[src/rtl/seg_ascii_pkg.sv]
// Shared segment/ASCII definitions for the 7-segment <-> ASCII converters.
// Segment patterns are active-low, bit6=G .. bit0=A.
package seg_ascii_pkg;

  typedef logic [6:0] seg_t;
  typedef logic [7:0] ascii_t;

  localparam seg_t SEG_H     = 7'b0001001;
  localparam seg_t SEG_E     = 7'b0000110;
  localparam seg_t SEG_L     = 7'b1000111;
  localparam seg_t SEG_O     = 7'b1000000;
  localparam seg_t SEG_1     = 7'b1111001;
  localparam seg_t SEG_2     = 7'b0100100;
  localparam seg_t SEG_3     = 7'b0110000;
  localparam seg_t SEG_4     = 7'b0011001;
  localparam seg_t SEG_BLANK = 7'b1111111;

  localparam ascii_t ASC_H     = 8'h48;
  localparam ascii_t ASC_E     = 8'h45;
  localparam ascii_t ASC_L     = 8'h4C;
  localparam ascii_t ASC_O     = 8'h4F;
  localparam ascii_t ASC_1     = 8'h31;
  localparam ascii_t ASC_2     = 8'h32;
  localparam ascii_t ASC_3     = 8'h33;
  localparam ascii_t ASC_4     = 8'h34;
  localparam ascii_t ASC_SPACE = 8'h20;
  localparam ascii_t ASC_QMARK = 8'h3F;

endpackage

[src/rtl/seg_ascii_decoder_if.sv]
// Segment-in / ASCII-out handshake bundle. master = producer+consumer side,
// slave = the decoder.
interface seg_ascii_decoder_if;
  import seg_ascii_pkg::*;

  seg_t   seg_in;
  logic   seg_valid;
  logic   seg_ready;
  ascii_t ascii_out;
  logic   ascii_valid;
  logic   ascii_ready;

  modport master (
    output seg_in, seg_valid, ascii_ready,
    input  seg_ready, ascii_out, ascii_valid
  );

  modport slave (
    input  seg_in, seg_valid, ascii_ready,
    output seg_ready, ascii_out, ascii_valid
  );
endinterface

[src/rtl/seg_ascii_decoder_sync_fifo.sv]
// First-word-fall-through FIFO, synchronous active-high reset.
// Head entry is read combinationally from mem[rd_ptr]; occupancy kept in level.
module sync_fifo #(
  parameter int WIDTH = 8,
  parameter int DEPTH = 8
) (
  input  logic                     clk,
  input  logic                     rst,
  input  logic [WIDTH-1:0]         wr_data,
  input  logic                     wr_valid,
  output logic                     wr_ready,
  output logic [WIDTH-1:0]         rd_data,
  output logic                     rd_valid,
  input  logic                     rd_ready,
  output logic [$clog2(DEPTH):0]   level
);
  localparam int AW = $clog2(DEPTH);
  localparam logic [AW:0] LVL_FULL = (AW+1)'(DEPTH);

  logic [WIDTH-1:0] mem [DEPTH];
  logic [AW-1:0]    wr_ptr_q, wr_ptr_d;
  logic [AW-1:0]    rd_ptr_q, rd_ptr_d;
  logic [AW:0]      level_q, level_d;
  logic             push, pop;

  assign wr_ready = (level_q != LVL_FULL);
  assign rd_valid = (level_q != '0);
  assign rd_data  = mem[rd_ptr_q];
  assign level    = level_q;
  assign push     = wr_valid && wr_ready;
  assign pop      = rd_ready && rd_valid;

  always_comb begin
    wr_ptr_d = push ? wr_ptr_q + AW'(1) : wr_ptr_q;
    rd_ptr_d = pop  ? rd_ptr_q + AW'(1) : rd_ptr_q;
    level_d  = level_q;
    case ({push, pop})
      2'b10:   level_d = level_q + (AW+1)'(1);
      2'b01:   level_d = level_q - (AW+1)'(1);
      default: level_d = level_q;
    endcase
  end

  always_ff @(posedge clk) begin
    if (rst) begin
      wr_ptr_q <= '0;
      rd_ptr_q <= '0;
      level_q  <= '0;
    end else begin
      wr_ptr_q <= wr_ptr_d;
      rd_ptr_q <= rd_ptr_d;
      level_q  <= level_d;
    end
  end

  // Storage is deliberately not reset; a flush only moves the pointers.
  always_ff @(posedge clk) begin
    if (push) mem[wr_ptr_q] <= wr_data;
  end
endmodule

[src/rtl/seg_ascii_decoder.sv]
// Active-low 7-segment pattern -> ASCII decoder feeding a FWFT FIFO.
// Optional unrecognised-pattern counter enabled by SEG_ASCII_DEC_ERRCNT_EN.
module seg_ascii_decoder
  import seg_ascii_pkg::*;
#(
  parameter int     DEPTH    = 8,
  parameter ascii_t UNK_CHAR = 8'h3F
) (
  input  logic                   clk,
  input  logic                   rst,
  seg_ascii_decoder_if.slave     bus,
  output logic                   unk_seen,
  output logic [$clog2(DEPTH):0] level
`ifdef SEG_ASCII_DEC_ERRCNT_EN
  ,
  output logic [15:0]            unk_count
`endif
);
  ascii_t dec_char;
  logic   dec_unk;
  logic   fifo_wr_ready;
  logic   push;
  logic   unk_seen_q, unk_seen_d;

  always_comb begin
    dec_char = UNK_CHAR;
    dec_unk  = 1'b0;
    case (bus.seg_in)
      SEG_H:     dec_char = ASC_H;
      SEG_E:     dec_char = ASC_E;
      SEG_L:     dec_char = ASC_L;
      SEG_O:     dec_char = ASC_O;  // digit 0 shares this pattern
      SEG_1:     dec_char = ASC_1;
      SEG_2:     dec_char = ASC_2;
      SEG_3:     dec_char = ASC_3;
      SEG_4:     dec_char = ASC_4;
      SEG_BLANK: dec_char = ASC_SPACE;
      default:   dec_unk  = 1'b1;
    endcase
  end

  assign push          = bus.seg_valid && fifo_wr_ready;
  assign bus.seg_ready = fifo_wr_ready;

  sync_fifo #(
    .WIDTH (8),
    .DEPTH (DEPTH)
  ) u_fifo (
    .clk      (clk),
    .rst      (rst),
    .wr_data  (dec_char),
    .wr_valid (bus.seg_valid),
    .wr_ready (fifo_wr_ready),
    .rd_data  (bus.ascii_out),
    .rd_valid (bus.ascii_valid),
    .rd_ready (bus.ascii_ready),
    .level    (level)
  );

  always_comb begin
    unk_seen_d = unk_seen_q | (push && dec_unk);
  end

  always_ff @(posedge clk) begin
    if (rst) unk_seen_q <= 1'b0;
    else     unk_seen_q <= unk_seen_d;
  end

  assign unk_seen = unk_seen_q;

`ifdef SEG_ASCII_DEC_ERRCNT_EN
  logic [15:0] unk_count_q, unk_count_d;

  always_comb begin
    unk_count_d = unk_count_q;
    if (push && dec_unk && (unk_count_q != 16'hFFFF))
      unk_count_d = unk_count_q + 16'd1;
  end

  always_ff @(posedge clk) begin
    if (rst) unk_count_q <= 16'd0;
    else     unk_count_q <= unk_count_d;
  end

  assign unk_count = unk_count_q;
`endif
endmodule

[src/flat_wrapper.sv]
// flat-port wrapper written by rule: the top's interface ports become plain ports
module seg_ascii_decoder_flat import seg_ascii_pkg::*;
#(
  parameter int     DEPTH    = 8,
  parameter ascii_t UNK_CHAR = 8'h3F
)
  (clk, rst, unk_seen, level, bus_seg_in, bus_seg_valid, bus_ascii_ready, bus_seg_ready, bus_ascii_out, bus_ascii_valid);
  seg_ascii_decoder_if bus_i ();
  input  logic clk;
  input  logic rst;
  output logic unk_seen;
  output logic [$clog2(DEPTH):0] level;
  input wire logic [$bits(bus_i.seg_in)-1:0] bus_seg_in;
  input wire logic [$bits(bus_i.seg_valid)-1:0] bus_seg_valid;
  input wire logic [$bits(bus_i.ascii_ready)-1:0] bus_ascii_ready;
  output wire logic [$bits(bus_i.seg_ready)-1:0] bus_seg_ready;
  output wire logic [$bits(bus_i.ascii_out)-1:0] bus_ascii_out;
  output wire logic [$bits(bus_i.ascii_valid)-1:0] bus_ascii_valid;
  assign bus_i.seg_in = bus_seg_in;
  assign bus_i.seg_valid = bus_seg_valid;
  assign bus_i.ascii_ready = bus_ascii_ready;
  assign bus_seg_ready = bus_i.seg_ready;
  assign bus_ascii_out = bus_i.ascii_out;
  assign bus_ascii_valid = bus_i.ascii_valid;
  seg_ascii_decoder #(.DEPTH(DEPTH), .UNK_CHAR(UNK_CHAR)) u_core (.clk(clk), .rst(rst), .bus(bus_i), .unk_seen(unk_seen), .level(level));
endmodule
[config.mk]
export PLATFORM = sky130hd
export DESIGN_NAME = seg_ascii_decoder_flat
export DESIGN_NICKNAME = d
export VERILOG_FILES = /design/src/rtl/seg_ascii_pkg.sv /design/src/rtl/seg_ascii_decoder_if.sv /design/src/rtl/seg_ascii_decoder_sync_fifo.sv /design/src/rtl/seg_ascii_decoder.sv /design/src/flat_wrapper.sv
export SDC_FILE = /design/constraint.sdc
export NUM_CORES = 1
export LEC_CHECK = 0
export CAP_MARGIN = 10
export CORE_ASPECT_RATIO = 1.4
export CORE_MARGIN = 2
export CORE_UTILIZATION = 45
export CTS_BUF_LIST = sky130_fd_sc_hd__clkbuf_8
export CTS_CLUSTER_DIAMETER = 80
export DETAILED_ROUTE_END_ITERATION = 6
export DONT_BUFFER_PORTS = 1
export PLACE_DENSITY_LB_ADDON = 0.12
export SLEW_MARGIN = 20
export SYNTH_ARGS = -nofsm -noshare
export SYNTH_HDL_FRONTEND = slang
export SYNTH_SLANG_ARGS = --single-unit
export TNS_END_PERCENT = 10
[constraint.sdc]
create_clock -name clk -period 3 [get_ports clk]
set_input_delay 0.3 -clock clk [delete_from_list [all_inputs] [get_ports clk]]
set_output_delay 0.3 -clock clk [all_outputs]
set_load 0.01 [all_outputs]
==> impl_metrics.ini, run 1 <==
[logic_synthesis]
synth_commonest_cells = edfxtp_1 (56), nor2_1 (15), dfxtp_1 (14), mux4_2 (14), nand2_1 (12)
synthSimpleGateAreaFrac_pct = 10.6
synth_area_leader_cell = edfxtp_1
synth_top_family_by_area = multiplexers
synth-seq-cells = 70
synth_fp_nets = 224
synth_xor_area_share_pct = 2.54
seq_area_frac_synth_pct = 63.3
synthFlopType = edfxtp_1
syn_inst = 208
synth_fa_ha_area_share_pct = 2.02
async_reset_ff_share_pct = 0
synth_area_um2 = 3100
post-synth-top-count-cell = edfxtp_1
ys_types = 41
synth_top_area_share_pct = 54.3
synth-edff-count = 56
synth_compound_area_share_pct = 5.25
syn_area_per_cell_um2 = 14.9
synth_area_leaders = edfxtp_1 (54%), mux4_2 (10%), dfxtp_1 (9.0%), mux2_2 (2.5%), ha_1 (2.0%)
yosysWarningCount = 0
synth_mux_area_share_pct = 13.0

[job]
cap_violations = 0

[placed_design]
gp_routability_congestion = 0.800
placed_cell_area_um2 = 3200
place_inst = 298
place_hpwl_mm = 3.92
place_ws_ns = 0.302
io_buffers = 0

[cells_and_area]
final_cell_area_um2 = 3440
areaGrowthSynthToFinish_pct = 10.9
nNetsFinal = 233
final_cells = 314
antennaDiodeCount = 0
multi_input_area_um2 = 1040
ff_latch_area_um2 = 1960
nFillCells = 548
drive_gt1_share_pct = 23.9

[sta]
max_freq_ghz = 0.371
worst_pin_slew_ns = 0.876
period_share_pct = 89.7
setup_viol = 0
finalMaxSlewViolations = 0
clock_skew_ns = 0.00615
rsz0062_at_grt = no
finalWorstSetupSlack_ns = 0.308
finalHoldViolations = 0
tns_ns = 0
slew_headroom_pct = 41.1
fin_crit_ns = 2.69

[setup_path]
crit_start = u_core.u_fifo.level[1]$_SDFFE_PP0P_
crit_path_start_kind = flip-flop
reg2reg_from = u_core.u_fifo.level[1]$_SDFFE_PP0P_
critPathKind = flip-flop to flip-flop
critPathArrivalTime_ns = 2.96
path_max_fanout = 7
crit_path_end_kind = flip-flop
cp.required_ns = 3.27

[power_and_ir_drop]
powerDensity_nw_per_um2 = 757
leakage_nw = 1.10
ir_worst_vdd_mv = 0.479

[global_route]
antenna_found_initial = 0
gr-total-overflow = 0
grt_max_degree = 15
grt_pass1_vias = 1752
grt_pass1_wl_mm = 9.11
grt_usage_pct = 17.1

[routing]
drt_iter0_markers = 140
drc = 0
antenna_left = 0
totalWireLength_mm = 5.72
drt_pre_antenna_iters = 4
via_per_inst = 5.47
num_vias = 1718
avgRoutedWirePerCell_um = 18.2

[clocking]
clock_latency_ns = 0.34
cts_buffers = 9
root_buffer = clkbuf_8
htree_num_levels = 3
clock_path_buffers = 2
cts_tree = built
clk_pin_slew_ns = 0.07
cts.sinks = 70
post_cts_buffers = 0
postCtsHoldBufs = 0
cts_resized = 0

[floorplanning]
num_rows = 35
die-area_um2 = 7580
die_y_um = 102
core-area_um2 = 6610
io_pins = 26
die_w_um = 74.1
initial_core_util_pct = 46.9

[min_path]
hold_class = input port to flip-flop
worstHoldStart = rst

[outcome]
status = complete, no violations
## critical path: stages, from the launching register on
cell and delay, ns:
dfxtp_1 0.40, nor3_1 0.41, nand2b_1 0.24, nand2_1 0.18, inv_1 0.08, ha_1 0.27
xor2_1 0.17, ha_1 0.19, a21oi_1 0.14, xor2_1 0.09, or3_1 0.31, a21oi_1 0.15
## where the power goes
| group | leakage, nW | internal [mW] | total [mW] | switching, mW |
|---|---|---|---|---|
| registers | 0.600 | 1.13 | 1.22 | 0.0954 |
| clock network | 0.120 | 0.514 | 0.855 | 0.342 |
| logic | 0.377 | 0.244 | 0.525 | 0.281 |
| total | 1.10 | 1.88 | 2.60 | 0.719 |
## worst paths after layout
path	to	slack (ns)	depth (start not counted)
setup reg to reg	u_core.u_fifo.level[2]$_SDFFE_PP0P_	0.31	11
hold reg to reg	u_core.u_fifo.rd_ptr_q[1]$_SDFFE_PP0P_	0.50	2
setup / recovery	u_core.u_fifo.level[2]$_SDFFE_PP0P_	0.31	11
hold / removal	u_core.u_fifo.rd_ptr_q[0]$_SDFFE_PP0P_	0.02	1
## layer usage
metal | vias up | track usage, % | share of wire (%)
met4 | 0 | 7.13 | 1.6
met2 | 46 | 29.1 | 54
met3 | 7 | 5.33 | 4.6
li1 | 815 | - | -
met5 | - | 0 | 0
met1 | 850 | 19.7 | 40
## state kept, by name, summed over array words and instances, names as in the netlist, named ones only
name,cells
u_core.u_fifo.rd_ptr_q,3
u_core.u_fifo.wr_ptr_q,3
u_core.unk_seen,1
u_core.u_fifo.level,4
u_core.u_fifo.mem,56
## cell families after synthesis
group / Yosys count
adder cells (fa/ha/maj): 5
flip-flops: 70
XOR/XNOR: 9
other: 1
AND/OR/NAND/NOR: 62
AO/OA/AOI/OAI: 23
multiplexers: 22
buffers and inverters: 16
## per-stage QoR
step	hold slack (ns)	total power, mW	utilization (%)
after floorplan	0.369	1.66	-
after global placement	0.373	1.76	48.5
after detailed placement	0.375	1.78	48.5
after CTS	0.00675	2.63	52.0
after global routing	0.0000610	2.74	52.0
final	0.0216	2.60	52.0
## cells in the final DEF, fill, tap and decap left out, drive strengths merged
cell type,n
clkinv,2
nand3b,4
nor2,15
nand2,12
clkbuf,11
buf,9
nand2b,7
xnor2,3
mux2,7
xor2,6
a21boi,1
o21ai,3
edfxtp,56
o311ai,1
o22ai,3
o41ai,1
or3,3
a32oi,1
mux4,14
conb,1
a221o,1
nand4,1
nor3,7
nor3b,2
nand3,3
a211o,1
dfxtp,14
bufinv,2
inv,6
and2,1
ha,5
nor4,5
mux2i,1
a21oi,9
or2,1
o31ai,1
a31oi,1
nor4bb,1
## area by class of cell
cell class	instances	area share, %
clock buffers	11	4.41
clock inverters	5	2.33
inverters	5	0.546
multi-input cells	122	30.3
flip-flops and latches	70	57.1
well taps	92	3.35
repair buffers	9	1.97
Note: power is estimated with default switching activity, not from simulation.
==> run 2, diff against run 1 <==
--- a/config.mk
+++ b/config.mk
@@ -14,6 +14,7 @@
 export DETAILED_ROUTE_END_ITERATION = 6
 export DONT_BUFFER_PORTS = 1
 export PLACE_DENSITY_LB_ADDON = 0.12
+export REMOVE_ABC_BUFFERS = 1
 export SLEW_MARGIN = 20
 export SYNTH_ARGS = -nofsm -noshare
 export SYNTH_HDL_FRONTEND = slang
==> run 2 against run 1 <==
Against the previous run:
- critical endpoint unchanged
- register-to-register slack lost 0.03 ns
- via count grew 1.3%
- sequential share of layout area grew 0.99 points
- largest power group unchanged
- cell count grew 0.64%
- cell area shrank 1.7%
==> impl_metrics.ini, run 2 (synthesis results as in run 1) <==
[clocking]
cts_tree = built
cts_buffers = 9
cts.sinks = 70
clk_pin_slew_ns = 0.07
postCtsHoldBufs = 0
root_buffer = clkbuf_8
htree_num_levels = 3
clock_path_buffers = 2
post_cts_buffers = 0
cts_resized = 0
clock_latency_ns = 0.34

[setup_path]
cp.required_ns = 3.25
crit_path_end_kind = flip-flop
critPathArrivalTime_ns = 2.98
crit_path_start_kind = flip-flop
path_max_fanout = 7
critPathKind = flip-flop to flip-flop

[routing]
drc = 0
totalWireLength_mm = 5.72
drt_iter0_markers = 121
drt_pre_antenna_iters = 4
via_per_inst = 5.51
avgRoutedWirePerCell_um = 18.1
num_vias = 1741
antenna_left = 0

[sta]
finalMaxSlewViolations = 0
period_share_pct = 90.7
hold_ws_ns = 0.0246
clock_skew_ns = 0.0101
worst_pin_slew_ns = 0.819
finalHoldViolations = 0
fin_crit_ns = 2.72
slew_headroom_pct = 44.5
rsz0062_at_grt = no
tns_ns = 0
max_freq_ghz = 0.367
setup_viol = 0

[power_and_ir_drop]
p_seq_share_pct = 51.9
clkPwrFrac_pct = 25.9
combPwrFrac_pct = 22.2
internal-power_mw = 1.66
power.share.switching_pct = 29.8
ir_worst_vdd_mv = 0.439
leakage_nw = 1.08
powerDensity_nw_per_um2 = 699
switchingPower_uw = 703

[global_route]
grt_util_met2_pct = 29.0
grtUsageMet3_pct = 4.34
grt_pass1_wl_mm = 9.06
grt_util_met1_pct = 19.4
grt_pass1_vias = 1757
grt_usage_pct = 16.8
grt_max_degree = 15
gr-total-overflow = 0
antenna_found_initial = 0
top_usage_layer = met2

[placed_design]
io_buffers = 0
place_hpwl_mm = 3.92
placed_cell_area_um2 = 3220
gp_routability_congestion = 0.805

[cells_and_area]
regMostFlops = u_core.u_fifo.mem
largest_reg_flops = 56
drive_gt1_share_pct = 23.2
areaGrowthSynthToFinish_pct = 8.96
antennaDiodeCount = 0
nFillCells = 572
final_common_cell = edfxtp_1
nNetsFinal = 235
most-common-layout-cells = edfxtp_1 (56), nor2_1 (15), mux4_2 (14), dfxtp_1 (14), nand2_1 (12)
final_cell_area_um2 = 3380
post-route-util_pct = 51.1

[floorplanning]
die_w_um = 74.1
num_rows = 35
initial_core_util_pct = 46.9
io_pins = 26
core-area_um2 = 6610
die-area_um2 = 7580
die_y_um = 102

[job]
cap_violations = 0

[min_path]
hold_class = input port to flip-flop

[outcome]
status = complete, no violations
==> run 2: changes by cell type in the layout (fill, tap and decap cells not counted), sizes merged <==
cell and change:
inv +1, buf +2, clkinvlp +1, bufinv -2, clkbuf -2, clkinv +2
==> run 2: layer usage <==
| metal | vias to the layer above | routed length, um |
|---|---|---|
| met2 | 57 | 3050 |
| met1 | 850 | 2280 |
| met4 | 0 | 95 |
| met5 | - | 0 |
| li1 | 825 | - |
| met3 | 9 | 296 |
==> run 2: area by class of cell <==
class	instances	area, um^2	area share (%)
Tap cell	92	115	3.41
Timing Repair Buffer	11	82.6	2.45
Inverter	5	18.8	0.556
Clock buffer	9	124	3.67
Sequential cell	70	1960	58.1
Multi-Input combinational cell	122	1040	30.8
Clock inverter	7	33.8	1.00
==> run 2: path summary, 6_finish.rpt <==
check | startpoint | to | slack, ns | cells past startpoint
worst min register to register | u_core.u_fifo.rd_ptr_q[1]$_SDFFE_PP0P_ | u_core.u_fifo.rd_ptr_q[1]$_SDFFE_PP0P_ | 0.50 | 2
worst max-delay path | u_core.u_fifo.level[1]$_SDFFE_PP0P_ | u_core.u_fifo.level[2]$_SDFFE_PP0P_ | 0.28 | 11
worst max register to register | u_core.u_fifo.level[1]$_SDFFE_PP0P_ | u_core.u_fifo.level[2]$_SDFFE_PP0P_ | 0.28 | 11
worst min-delay path | rst | u_core.u_fifo.level[0]$_SDFFE_PP0P_ | 0.02 | 1
==> run 2: worst max-delay path, cell delays in order, from the launching register on <==
cell and delay, ns:
dfxtp_1 0.41, nor3_1 0.40, nand2b_1 0.23, nand2_1 0.18
inv_1 0.07, ha_1 0.27, xor2_1 0.17, ha_1 0.19
a21oi_1 0.14, xor2_1 0.10, or3_1 0.31, a21oi_1 0.17
==> run 2: stage by stage <==
stage	power [mW]	std cells	worst slack, ns
2_1_floorplan	1.64	197	0.594
3_3_place_gp	1.75	300	0.371
3_5_place_dp	1.79	300	0.281
4_1_cts	2.39	316	0.239
5_1_grt	2.49	316	0.0352
6_report	2.36	316	0.278
==> run 2: power by group through the flow <==
stage	registers [mW]	clock network, mW	logic [mW]
6_report	1.22	0.610	0.525
5_1_grt	1.24	0.668	0.587
4_1_cts	1.23	0.621	0.540
3_5_place_dp	1.25	0	0.539
3_3_place_gp	1.24	0	0.512
2_1_floorplan	1.24	0	0.398
==> run 3, diff against run 2 <==
--- a/config.mk
+++ b/config.mk
@@ -13,7 +13,7 @@
 export CTS_CLUSTER_DIAMETER = 80
 export DETAILED_ROUTE_END_ITERATION = 6
 export DONT_BUFFER_PORTS = 1
-export PLACE_DENSITY_LB_ADDON = 0.12
+export PLACE_DENSITY = 0.56
 export REMOVE_ABC_BUFFERS = 1
 export SLEW_MARGIN = 20
 export SYNTH_ARGS = -nofsm -noshare
==> run 3 against run 2 <==
Against the previous run:
- clock skew down 0.0056 ns
- flip-flop and latch count did not move
- register-to-register slack about the same
- power is 9.2% higher
- sequential power hardly changed
- count of clock-buffer cells in the layout did not move
- core utilization rose by 1.0 points
- cell area is 2.0% higher
- global-route usage up 0.52 points
- worst hold slack lost 0.0064 ns
- die area did not move
- fmax grew 0.10%
==> impl_metrics.ini, run 3 (synthesis results as in run 1) <==
[cells_and_area]
final_common_cell = edfxtp_1
most-common-layout-cells = edfxtp_1 (56), nor2_1 (15), mux4_2 (14), dfxtp_1 (14), nand2_1 (12)
post-route-util_pct = 52.1
final_cell_area_um2 = 3450
regMostFlops = u_core.u_fifo.mem
nFillCells = 566
antennaDiodeCount = 0
final_cells = 317
drive_gt1_share_pct = 24.9
multi_input_area_um2 = 1040
ff_latch_area_um2 = 1960
areaGrowthSynthToFinish_pct = 11.2
nNetsFinal = 236
largest_reg_flops = 56

[global_route]
gr-total-overflow = 0
grt_pass1_vias = 1858
antenna_found_initial = 0
grt_usage_pct = 17.3
grt_max_degree = 15
grt_pass1_wl_mm = 9.36

[job]
cap_violations = 0

[clocking]
cts_tree = built
post_cts_buffers = 0
cts.sinks = 70
postCtsHoldBufs = 0
clock_latency_ns = 0.34
cts_resized = 0
clock_path_buffers = 2
cts_buffers = 9
htree_num_levels = 3
root_buffer = clkbuf_8
clk_pin_slew_ns = 0.07

[floorplanning]
num_rows = 35
die-area_um2 = 7580
io_pins = 26
core-area_um2 = 6610
die_w_um = 74.1
die_y_um = 102
initial_core_util_pct = 46.9

[sta]
hold_ws_ns = 0.0182
clock_skew_ns = 0.00447
finalWorstSetupSlack_ns = 0.281
period_share_pct = 90.6
setup_viol = 0
finalMaxSlewViolations = 0
max_freq_ghz = 0.368
rsz0062_at_grt = no
worst_pin_slew_ns = 0.738
fin_crit_ns = 2.72
finalHoldViolations = 0
slew_headroom_pct = 50.7
tns_ns = 0

[placed_design]
place_ws_ns = 0.275
place_hpwl_mm = 3.95
placed_cell_area_um2 = 3220
place_inst = 300
io_buffers = 0
gp_routability_congestion = 0.805

[power_and_ir_drop]
leakage_nw = 1.10
total_power_mw = 2.58
ir_worst_vdd_mv = 0.455
powerDensity_nw_per_um2 = 748

[setup_path]
slowest_stage = dfxtp_1
crit_path_start_kind = flip-flop
cp.required_ns = 3.27
path_cells = nor3_1, nand2b_1, nand2_1, inv_1, ha_1, xor2_1, ha_1, a21oi_1, xor2_1, or3_1, a21oi_1
max_stage_delay_ns = 0.41
critPathKind = flip-flop to flip-flop
crit_path_end_kind = flip-flop
critPathArrivalTime_ns = 2.99
path_max_fanout = 7

[routing]
totalWireLength_mm = 5.89
drc = 0
num_vias = 1736
avgRoutedWirePerCell_um = 18.6
antenna_left = 0
drt_iter0_markers = 101
via_per_inst = 5.48
drt_pre_antenna_iters = 4

[min_path]
hold_class = input port to flip-flop

[outcome]
status = complete, no violations
-- run 3: path summary, 6_finish.rpt --
path,endpoint,cells past startpoint,slack [ns],startpoint
setup / recovery,u_core.u_fifo.level[2]$_SDFFE_PP0P_,11,0.28,u_core.u_fifo.level[1]$_SDFFE_PP0P_
hold / removal,u_core.u_fifo.level[0]$_SDFFE_PP0P_,1,0.02,rst
setup reg to reg,u_core.u_fifo.level[2]$_SDFFE_PP0P_,11,0.28,u_core.u_fifo.level[1]$_SDFFE_PP0P_
hold reg to reg,u_core.u_fifo.rd_ptr_q[1]$_SDFFE_PP0P_,2,0.50,u_core.u_fifo.rd_ptr_q[1]$_SDFFE_PP0P_
-- run 3: critical path, delay by kind of cell (launching register included) --
family,cells,cell delay [ns]
XOR/XNOR,2,0.27
AO/OA/AOI/OAI,2,0.31
buffers and inverters,1,0.07
adder cells (fa/ha/maj),2,0.46
AND/OR/NAND/NOR,4,1.12
flip-flops,1,0.41
-- run 3: area by class of cell --
class / instances / area share (%)
clock inverters: 7 / 2.83
multi-input cells: 122 / 30.2
flip-flops and latches: 70 / 56.9
clock buffers: 9 / 3.59
well taps: 92 / 3.34
inverters: 5 / 0.545
repair buffers: 12 / 2.54
-- run 3: metal layers --
metal / wire, um / GRT usage (%) / vias up / part of all wire [%]
met5: 0 / 0 / - / 0
li1: - / - / 820 / -
met2: 3190 / 30.2 / 43 / 54
met1: 2340 / 19.6 / 862 / 40
met4: 125 / 9.23 / 0 / 2.1
met3: 234 / 3.55 / 11 / 4.0
-- run 3: power breakdown --
group | internal, mW | leakage (nW) | switching, mW
Clock | 0.470 | 0.106 | 0.359
Sequential | 1.13 | 0.600 | 0.0987
Combinational | 0.244 | 0.392 | 0.279
